<file path="config.mk">
export PLATFORM = sky130hd
export DESIGN_NAME = matrix_mul_flat
export DESIGN_NICKNAME = d
export VERILOG_FILES = /design/src/rtl/matrix_mul_pkg.sv /design/src/rtl/matrix_mul_if.sv /design/src/rtl/matrix_mul_full_adder.sv /design/src/rtl/matrix_mul.sv /design/src/flat_wrapper.sv
export SDC_FILE = /design/constraint.sdc
export NUM_CORES = 1
export LEC_CHECK = 0
export ABC_AREA = 1
export CAP_MARGIN = 20
export CORE_MARGIN = 1
export CORE_UTILIZATION = 40
export DETAILED_ROUTE_END_ITERATION = 6
export GPL_TIMING_DRIVEN = 1
export PLACE_DENSITY = 0.77
export RECOVER_POWER = 25
export SETUP_SLACK_MARGIN = 0.3
export SLEW_MARGIN = 40
export SYNTH_ARGS = -nofsm -noshare
export SYNTH_HDL_FRONTEND = slang
export SYNTH_SLANG_ARGS = --single-unit
</file>
<file path="constraint.sdc">
create_clock -name clk -period 0.8 [get_ports clk]
set_input_delay 0.16 -clock clk [delete_from_list [all_inputs] [get_ports clk]]
set_output_delay 0.16 -clock clk [all_outputs]
set_load 0.03 [all_outputs]
</file>
<file path="src/rtl/matrix_mul_pkg.sv">
// Shared widths and types for the matrix_mul partial-product multiplier.
package matrix_mul_pkg;

  localparam int MM_WIDTH = 4;

  function automatic int prod_width(input int w);
    return 2 * w;
  endfunction

  localparam int MM_PROD_W = prod_width(MM_WIDTH);

  typedef logic [MM_WIDTH-1:0]  operand_t;
  typedef logic [MM_PROD_W-1:0] product_t;

endpackage

</file>
<file path="src/rtl/matrix_mul_if.sv">
// Operand/result bundle for matrix_mul. in_valid alone qualifies a and b;
// there is no ready, so the slave accepts every valid cycle (no backpressure).
interface matrix_mul_if
  import matrix_mul_pkg::*;
#(
  parameter int WIDTH = MM_WIDTH
);
  logic                 in_valid;
  logic [WIDTH-1:0]     a;
  logic [WIDTH-1:0]     b;
  logic                 out_valid;
  logic [2*WIDTH-1:0]   result;

  modport master (output in_valid, a, b, input out_valid, result);
  modport slave  (input in_valid, a, b, output out_valid, result);
endinterface

</file>
<file path="src/rtl/matrix_mul_full_adder.sv">
// One-bit full adder; half-adder positions tie cin_i to zero.
module mm_full_adder (
  input  logic a_i,
  input  logic b_i,
  input  logic cin_i,
  output logic s_o,
  output logic cout_o
);
  assign s_o    = a_i ^ b_i ^ cin_i;
  assign cout_o = (a_i & b_i) | (a_i & cin_i) | (b_i & cin_i);
endmodule

</file>
<file path="src/rtl/matrix_mul.sv">
// Unsigned WIDTHxWIDTH multiplier: AND-array partial products, carry-save
// reduction, final ripple-carry adder, one registered output stage.
module matrix_mul
  import matrix_mul_pkg::*;
#(
  parameter int WIDTH = MM_WIDTH
) (
  input  logic         clk,
  input  logic         rst_n,
  matrix_mul_if.slave  bus
);
  localparam int PW = prod_width(WIDTH);

  logic [WIDTH-1:0][PW-1:0] pp_row;
  logic [PW-1:0]            prod_d;
  logic [PW-1:0]            result_q;
  logic                     out_valid_q;

  genvar i, j;

  for (i = 0; i < WIDTH; i++) begin : g_pp
    assign pp_row[i] = {{WIDTH{1'b0}}, bus.a & {WIDTH{bus.b[i]}}} << i;
  end

  // Each stage folds one more row into a (sum, carry) pair; carry is kept
  // pre-shifted so the next stage can add it bit-aligned.
  for (i = 0; i < WIDTH; i++) begin : csa
    logic [PW-1:0] s_w;
    logic [PW-1:0] c_w;
    if (i == 0) begin : g_init
      assign s_w = pp_row[0];
      assign c_w = '0;
    end else begin : g_add
      assign c_w[0] = 1'b0;
      for (j = 0; j < PW - 1; j++) begin : g_bit
        mm_full_adder u_fa (
          .a_i   (csa[i-1].s_w[j]),
          .b_i   (csa[i-1].c_w[j]),
          .cin_i (pp_row[i][j]),
          .s_o   (s_w[j]),
          .cout_o(c_w[j+1])
        );
      end
      // Carry out of the MSB is always zero because the product fits in PW bits.
      assign s_w[PW-1] = csa[i-1].s_w[PW-1] ^ csa[i-1].c_w[PW-1] ^ pp_row[i][PW-1];
    end
  end

  for (j = 0; j < PW - 1; j++) begin : rca
    logic s_w;
    logic c_w;
    logic cin_w;
    if (j == 0) begin : g_cin0
      assign cin_w = 1'b0;
    end else begin : g_cinn
      assign cin_w = rca[j-1].c_w;
    end
    mm_full_adder u_fa (
      .a_i   (csa[WIDTH-1].s_w[j]),
      .b_i   (csa[WIDTH-1].c_w[j]),
      .cin_i (cin_w),
      .s_o   (s_w),
      .cout_o(c_w)
    );
    assign prod_d[j] = s_w;
  end

  assign prod_d[PW-1] = csa[WIDTH-1].s_w[PW-1] ^ csa[WIDTH-1].c_w[PW-1] ^ rca[PW-2].c_w;

  // The register only loads on in_valid, so X operands on idle cycles never reach result.
  always_ff @(posedge clk or negedge rst_n) begin
    if (!rst_n) begin
      result_q    <= '0;
      out_valid_q <= 1'b0;
    end else begin
      out_valid_q <= bus.in_valid;
      if (bus.in_valid) begin
        result_q <= prod_d;
      end
    end
  end

  assign bus.result    = result_q;
  assign bus.out_valid = out_valid_q;

endmodule

</file>
<file path="src/flat_wrapper.sv">
// flat-port wrapper written by rule: the top's interface ports become plain ports
module matrix_mul_flat import matrix_mul_pkg::*;
#(
  parameter int WIDTH = MM_WIDTH
)
  (clk, rst_n, bus_in_valid, bus_a, bus_b, bus_out_valid, bus_result);
  matrix_mul_if #(.WIDTH(WIDTH)) bus_i ();
  input  logic clk;
  input  logic rst_n;
  input wire logic [$bits(bus_i.in_valid)-1:0] bus_in_valid;
  input wire logic [$bits(bus_i.a)-1:0] bus_a;
  input wire logic [$bits(bus_i.b)-1:0] bus_b;
  output wire logic [$bits(bus_i.out_valid)-1:0] bus_out_valid;
  output wire logic [$bits(bus_i.result)-1:0] bus_result;
  assign bus_i.in_valid = bus_in_valid;
  assign bus_i.a = bus_a;
  assign bus_i.b = bus_b;
  assign bus_out_valid = bus_i.out_valid;
  assign bus_result = bus_i.result;
  matrix_mul #(.WIDTH(WIDTH)) u_core (.clk(clk), .rst_n(rst_n), .bus(bus_i));
endmodule
</file>
==> results of run 1 <==
cell families after synthesis:
logic type | after synthesis | share of synthesized area
adders and majority gates | 12 | 0.314
and+or+nand+nor | 39 | 0.221
DFF | 9 | 0.336
buffers and inverters | 21 | 0.129
worst paths after layout:
| path | to | cells after the start | slack [ns] | from |
|---|---|---|---|---|
| max in group asynchronous | u_core.bus.result[3] | 2 | 0.08 | rst_n |
| min in group asynchronous | u_core.bus.result[6] | 2 | 0.37 | rst_n |
| worst min register to register | u_core.bus.result[0] | 2 | 0.50 | u_core.bus.result[0] |
| worst max-delay path | u_core.bus.result[6] | 13 | -1.66 | bus_b[1] |
| worst min-delay path | u_core.bus.result[0] | 4 | 0.30 | bus_a[0] |
| worst max register to register | u_core.bus.result[4] | 3 | 0.04 | u_core.bus.result[4] |
repair_timing:
item | in CTS | in global routing
endpoints found under the hold margin | 0 | 0
gates cloned | 0 | 0
resized for setup | 59 | 5
setup endpoints to repair | 18 | 17
setup buffers | 4 | 1
hold buffers | 0 | 0
pin swaps | 15 | 8
power breakdown:
part	internal, mW	switching [mW]
combinational	0.405	0.431
sequential	0.541	0.0561
clock	0.193	0.164
final cells by class:
class / instances / area, um2
multi-input combinational: 51 / 460
clock buffer: 4 / 26.3
timing repair buffer: 33 / 322
tap: 16 / 20.0
sequential: 9 / 235
fill: 121 / 398
inverter: 20 / 80.1
stage by stage:
stage	hold slack, ns	util	cells	setup slack (ns)	setup TNS, ns
6_report	0.299	0.742	133	-1.66	-8.19
5_1_grt	0.314	0.742	133	-1.72	-8.83
4_1_cts	0.225	0.737	132	-1.64	-8.11
3_5_place_dp	0.466	0.653	124	-2.47	-12.59
3_3_place_gp	0.464	0.653	124	-2.42	-12.25
2_1_floorplan	-0.136	-	81	-1.75	-7.05
critical path: cells and delay by family:
family / cells / cell delay (ns)
adder cells (fa/ha/maj): 6 / 2.03
buffers and inverters: 4 / 0.22
AND/OR/NAND/NOR: 3 / 0.20
sequential cells by signal, summed over array words and instances (netlist names):
name	flops
u_core.bus.result	8
u_core.bus.out_valid	1
routing by layer:
layer / share of wire / up-vias / global-route usage / wire length, um
met5: 0 / - / 0 / 0
met4: 0.018 / 0 / 0.0938 / 29
met3: 0.038 / 4 / 0.0383 / 61
met2: 0.58 / 20 / 0.358 / 926
met1: 0.36 / 293 / 0.192 / 569
li1: - / 300 / - / -
cell usage after synthesis (all sizes together):
cell type | n | area (um2)
nand2 | 38 | 143
inv | 20 | 75.1
dfrtp | 9 | 225
fa | 8 | 160
ha | 4 | 50.1
buf | 1 | 11.3
nand3 | 1 | 5.00
placed cells by master, fill, tap and decap left out, types with 2 or more instances in the layout:
| master | count |
|---|---|
| clkbuf_4 | 3 |
| buf_2 | 2 |
| inv_1 | 11 |
| buf_4 | 11 |
| buf_6 | 13 |
| inv_2 | 7 |
| nand2_1 | 30 |
| dfrtp_2 | 8 |
| fa_2 | 3 |
| fa_1 | 5 |
| nand2_4 | 5 |
| buf_8 | 2 |
| clkbuf_1 | 2 |
| ha_4 | 4 |
| inv_4 | 2 |
| nand2_2 | 3 |
==> impl_metrics.env, run 1 <==
export IMPL_grt_pass1_vias=637
export IMPL_coreArea_um2=1540
export IMPL_drc=0
export IMPL_yosysUniqueCellTypes=8
export IMPL_gr_total_overflow=0
export IMPL_fin_area_um2=1140
export IMPL_area_growth_pct=70.8
export IMPL_nNetsFinal=141
export IMPL_path_cells="buf_12, nand2_4, inv_4, ha_4, inv_2, fa_1, inv_2, fa_2, ha_4, fa_2, fa_1, nand2_1, nand2_1"
export IMPL_p_leak_nw=0.643
export IMPL_netlist_instances=81
export IMPL_endpoint_kind="flip-flop"
export IMPL_critPathRequiredTime_ns=0.96
export IMPL_via_count=617
export IMPL_num_rows=14
export IMPL_slew_limit_headroom=0.685
export IMPL_die_w_um=42.9
export IMPL_io_pin_count=20
export IMPL_ir_drop_mv=0.682
export IMPL_grt_max_degree=10
export IMPL_crit_type="primary input to flip-flop"
export IMPL_slowest_delay_ns=0.49
export IMPL_ys_seq_area_frac=0.336
export IMPL_finalWorstSetupSlack_ns=-1.66
export IMPL_timing_hold_violations_final=0
export IMPL_drive_above_1_share=0.547
export IMPL_clock_latency_ns=0.26
export IMPL_antenna_found_initial=0
export IMPL_cts_tree="built"
export IMPL_ys_ff_latch=9
export IMPL_violations="negative setup slack"
export IMPL_cts_inserted_buffers=3
export IMPL_syn_area_um2=669
export IMPL_clk_pin_slew_ns=0.06
export IMPL_place_congestion=0.703
export IMPL_skew_ns=0
export IMPL_cts_sinks=9
export IMPL_place_area_um2=1010
export IMPL_clockRootBuffer="clkbuf_4"
export IMPL_maxCapViolations=0
export IMPL_grtUsageTotal=0.189
export IMPL_wirelength_um=1590
export IMPL_final_antenna_net_count=0
export IMPL_start_kind="primary input"
export IMPL_initial_core_util=0.434
export IMPL_cp_max_fo=4
export IMPL_diodes=0
export IMPL_fmax_ghz=0.406
export IMPL_total_power_mw=1.79
export IMPL_dr_pass1_iters=2
export IMPL_slew_violations=0
export IMPL_vias_per_cell=4.64
export IMPL_outcome="finished, violations left"
export IMPL_avgSynthCellArea_um2=8.26
export IMPL_min_period_ns=2.46
export IMPL_critPathArrivalTime_ns=2.62
export IMPL_clk_path_buf_depth=2
export IMPL_power_density_nw_per_um2=1570
export IMPL_worst_pin_slew_ns=0.473
export IMPL_cts_max_level=1
export IMPL_ys_warn_count=0
export IMPL_wl_per_cell_um=11.9
export IMPL_finalCritPeriodShare=3.08
export IMPL_hp_class="primary input to flip-flop"
export IMPL_setup_viol=15
export IMPL_grt_pass1_wl_um=2500
export IMPL_die_area_um2=1840
export IMPL_io_buffer_count=19
export IMPL_die_h_um=42.9
export IMPL_synth_nets=104
export IMPL_rsz0062_at_grt="yes"
export IMPL_cp_slowest_cell="fa_1"
export IMPL_place_hpwl_um=1110
export IMPL_drt_initial_drc_count=5
Power figures use the tool's default switching activity.
==> run 2, diff against run 1 <==
--- a/config.mk
+++ b/config.mk
@@ -13,6 +13,7 @@
 export GPL_TIMING_DRIVEN = 1
 export PLACE_DENSITY = 0.77
 export RECOVER_POWER = 25
+export REMOVE_ABC_BUFFERS = 1
 export SETUP_SLACK_MARGIN = 0.3
 export SLEW_MARGIN = 40
 export SYNTH_ARGS = -nofsm -noshare
==> impl_metrics.env, run 2 (synthesized netlist as in run 1, its figures left out) <==
export IMPL_outcome="finished, violations left"
export IMPL_violations="negative setup slack"
export IMPL_whs_path_depth=4
export IMPL_gr_total_overflow=0
export IMPL_p_leak_nw=0.631
export IMPL_ctsHoldBuffers=0
export IMPL_slowest_delay_ns=0.52
export IMPL_clockRootBuffer="clkbuf_4"
export IMPL_drc=0
export IMPL_maxCapViolations=0
export IMPL_power_density_nw_per_um2=1550
export IMPL_nNetsFinal=140
export IMPL_fmax_ghz=0.404
export IMPL_slew_violations=0
export IMPL_slew_limit_headroom=0.702
export IMPL_skew_ns=0
export IMPL_io_pin_count=20
export IMPL_layout_commonest_cell="nand2_1"
export IMPL_rsz0062_at_grt="yes"
export IMPL_vias_per_cell=4.53
export IMPL_via_count=598
export IMPL_endpoint_kind="flip-flop"
export IMPL_start_kind="primary input"
export IMPL_wirelength_um=1390
export IMPL_finalWorstSetupSlack_ns=-1.68
export IMPL_largest_reg_flops=8
export IMPL_die_area_um2=1840
export IMPL_crit_type="primary input to flip-flop"
export IMPL_holdCritStartpoint="bus_b[0]"
export IMPL_clk_pin_slew_ns=0.06
export IMPL_coreArea_um2=1540
export IMPL_io_buffer_count=19
export IMPL_diodes=0
export IMPL_cp_max_fo=3
export IMPL_fin_cells=132
export IMPL_setup_tns_ns=-7.86
export IMPL_pwr_share_comb=0.466
export IMPL_rr_worst_depth=3
export IMPL_drt_initial_drc_count=4
export IMPL_reg2reg_setup_slack_ns=0.07
export IMPL_p_switching_mw=0.600
export IMPL_path_cells="buf_8, nand2_2, inv_2, ha_4, inv_2, fa_2, inv_2, fa_2, ha_4, fa_2, fa_1, nand2_1, nand2_1"
export IMPL_switching_share=0.350
export IMPL_grt_max_degree=10
export IMPL_cts_inserted_buffers=3
export IMPL_placedCellCount=123
export IMPL_die_w_um=42.9
export IMPL_critPathArrivalTime_ns=2.62
export IMPL_cts_max_level=1
export IMPL_num_rows=14
export IMPL_antenna_found_initial=0
export IMPL_area_growth_pct=65.6
export IMPL_timing_rr_end="u_core.bus.result[2]"
export IMPL_place_hpwl_um=1010
export IMPL_cp_slowest_cell="fa_2"
export IMPL_final_antenna_net_count=0
export IMPL_cts_sinks=9
export IMPL_regArea_um2=225
export IMPL_n_fill_cell=118
export IMPL_min_period_ns=2.48
export IMPL_cts_tree="built"
export IMPL_initial_core_util=0.434
export IMPL_finalCritPeriodShare=3.09
export IMPL_power_internal_mw=1.11
export IMPL_timing_hold_violations_final=0
export IMPL_min_to="u_core.bus.result[0]"
export IMPL_worst_pin_slew_ns=0.447
export IMPL_grtUsageTotal=0.174
export IMPL_clk_path_buf_depth=2
export IMPL_clock_latency_ns=0.25
export IMPL_multiInputGateArea_um2=438
export IMPL_seqPwrFrac=0.339
export IMPL_critPathRequiredTime_ns=0.95
export IMPL_wl_per_cell_um=10.5
export IMPL_fin_area_um2=1110
export IMPL_die_h_um=42.9
export IMPL_worstReg2RegStart="u_core.bus.result[2]"
export IMPL_hp_class="primary input to flip-flop"
export IMPL_place_congestion=0.716
export IMPL_mostFrequentLayoutCells="nand2_1 (32), buf_6 (13), inv_2 (10), inv_1 (9), dfrtp_1 (9)"
export IMPL_place_area_um2=906
export IMPL_clock_power_share=0.194
export IMPL_dr_pass1_iters=5
export IMPL_drive_above_1_share=0.466
export IMPL_grt_pass1_vias=609
export IMPL_ir_drop_mv=0.652
export IMPL_dpl_worst_slack_ns=-2.57
export IMPL_grt_pass1_wl_um=2390
export IMPL_setup_viol=15
## run 2: changes by cell type in the layout (fill, tap and decap cells not counted), sizes merged
cell / before / now
dlygate4sd2: 1 / 0
clkdlybuf4s15: 0 / 1
clkbuf: 5 / 7
buf: 29 / 25
dlymetal6s2s: 0 / 1
## run 2: worst max-delay path by stage
stage / start / cells past startpoint / end / slack, ns
final: bus_a[2] / 13 / u_core.bus.result[6] / -1.68
after detailed placement: bus_b[1] / 13 / u_core.bus.result[6] / -2.57
after CTS: bus_a[3] / 13 / u_core.bus.result[6] / -1.71
after floorplan: bus_b[0] / 12 / u_core.bus.result[6] / -1.93
after global routing: bus_a[2] / 13 / u_core.bus.result[6] / -1.71
after global placement: bus_b[1] / 13 / u_core.bus.result[6] / -2.51
## run 2: critical path, delay by kind of cell
| family | cells | cell delay (ns) |
|---|---|---|
| and+or+nand+nor | 3 | 0.20 |
| buffers and inverters | 4 | 0.21 |
| adders and majority gates | 6 | 2.06 |
## run 2: layout make-up
cell class | instances | area share
multi-input combinational | 51 | 0.395
timing repair buffer | 32 | 0.290
sequential | 9 | 0.203
inverter | 20 | 0.0700
clock buffer | 4 | 0.0237
tap | 16 | 0.0181
## run 2: layer usage
layer  track usage  share of wire
met3        0.0255          0.037
met4        0.0938          0.026
met5             0              0
met2         0.276           0.54
met1         0.227           0.40
## run 2: power groups by stage
stage | clock (mW) | combinational, mW | sequential [mW]
after floorplan | 0 | 0.199 | 0.724
after global placement | 0 | 0.605 | 0.571
after detailed placement | 0 | 0.621 | 0.574
after CTS | 0.352 | 0.763 | 0.579
after global routing | 0.383 | 0.878 | 0.588
final | 0.333 | 0.800 | 0.582
## run 2: metrics by stage
step                      hold slack [ns]  utilization  power (mW)
final                               0.260        0.719        1.71
after global routing                0.272        0.719        1.85
after CTS                           0.185        0.697        1.69
after detailed placement            0.457        0.588        1.20
after global placement              0.455        0.588        1.18
after floorplan                    -0.136            -       0.924
## run 2: repair_timing
| action | 4_1_cts | 5_1_grt |
|---|---|---|
| pin swaps | 23 | 14 |
| setup buffers | 3 | 1 |
| cloned | 0 | 1 |
| resized for setup | 64 | 12 |
| setup endpoints to repair | 18 | 18 |
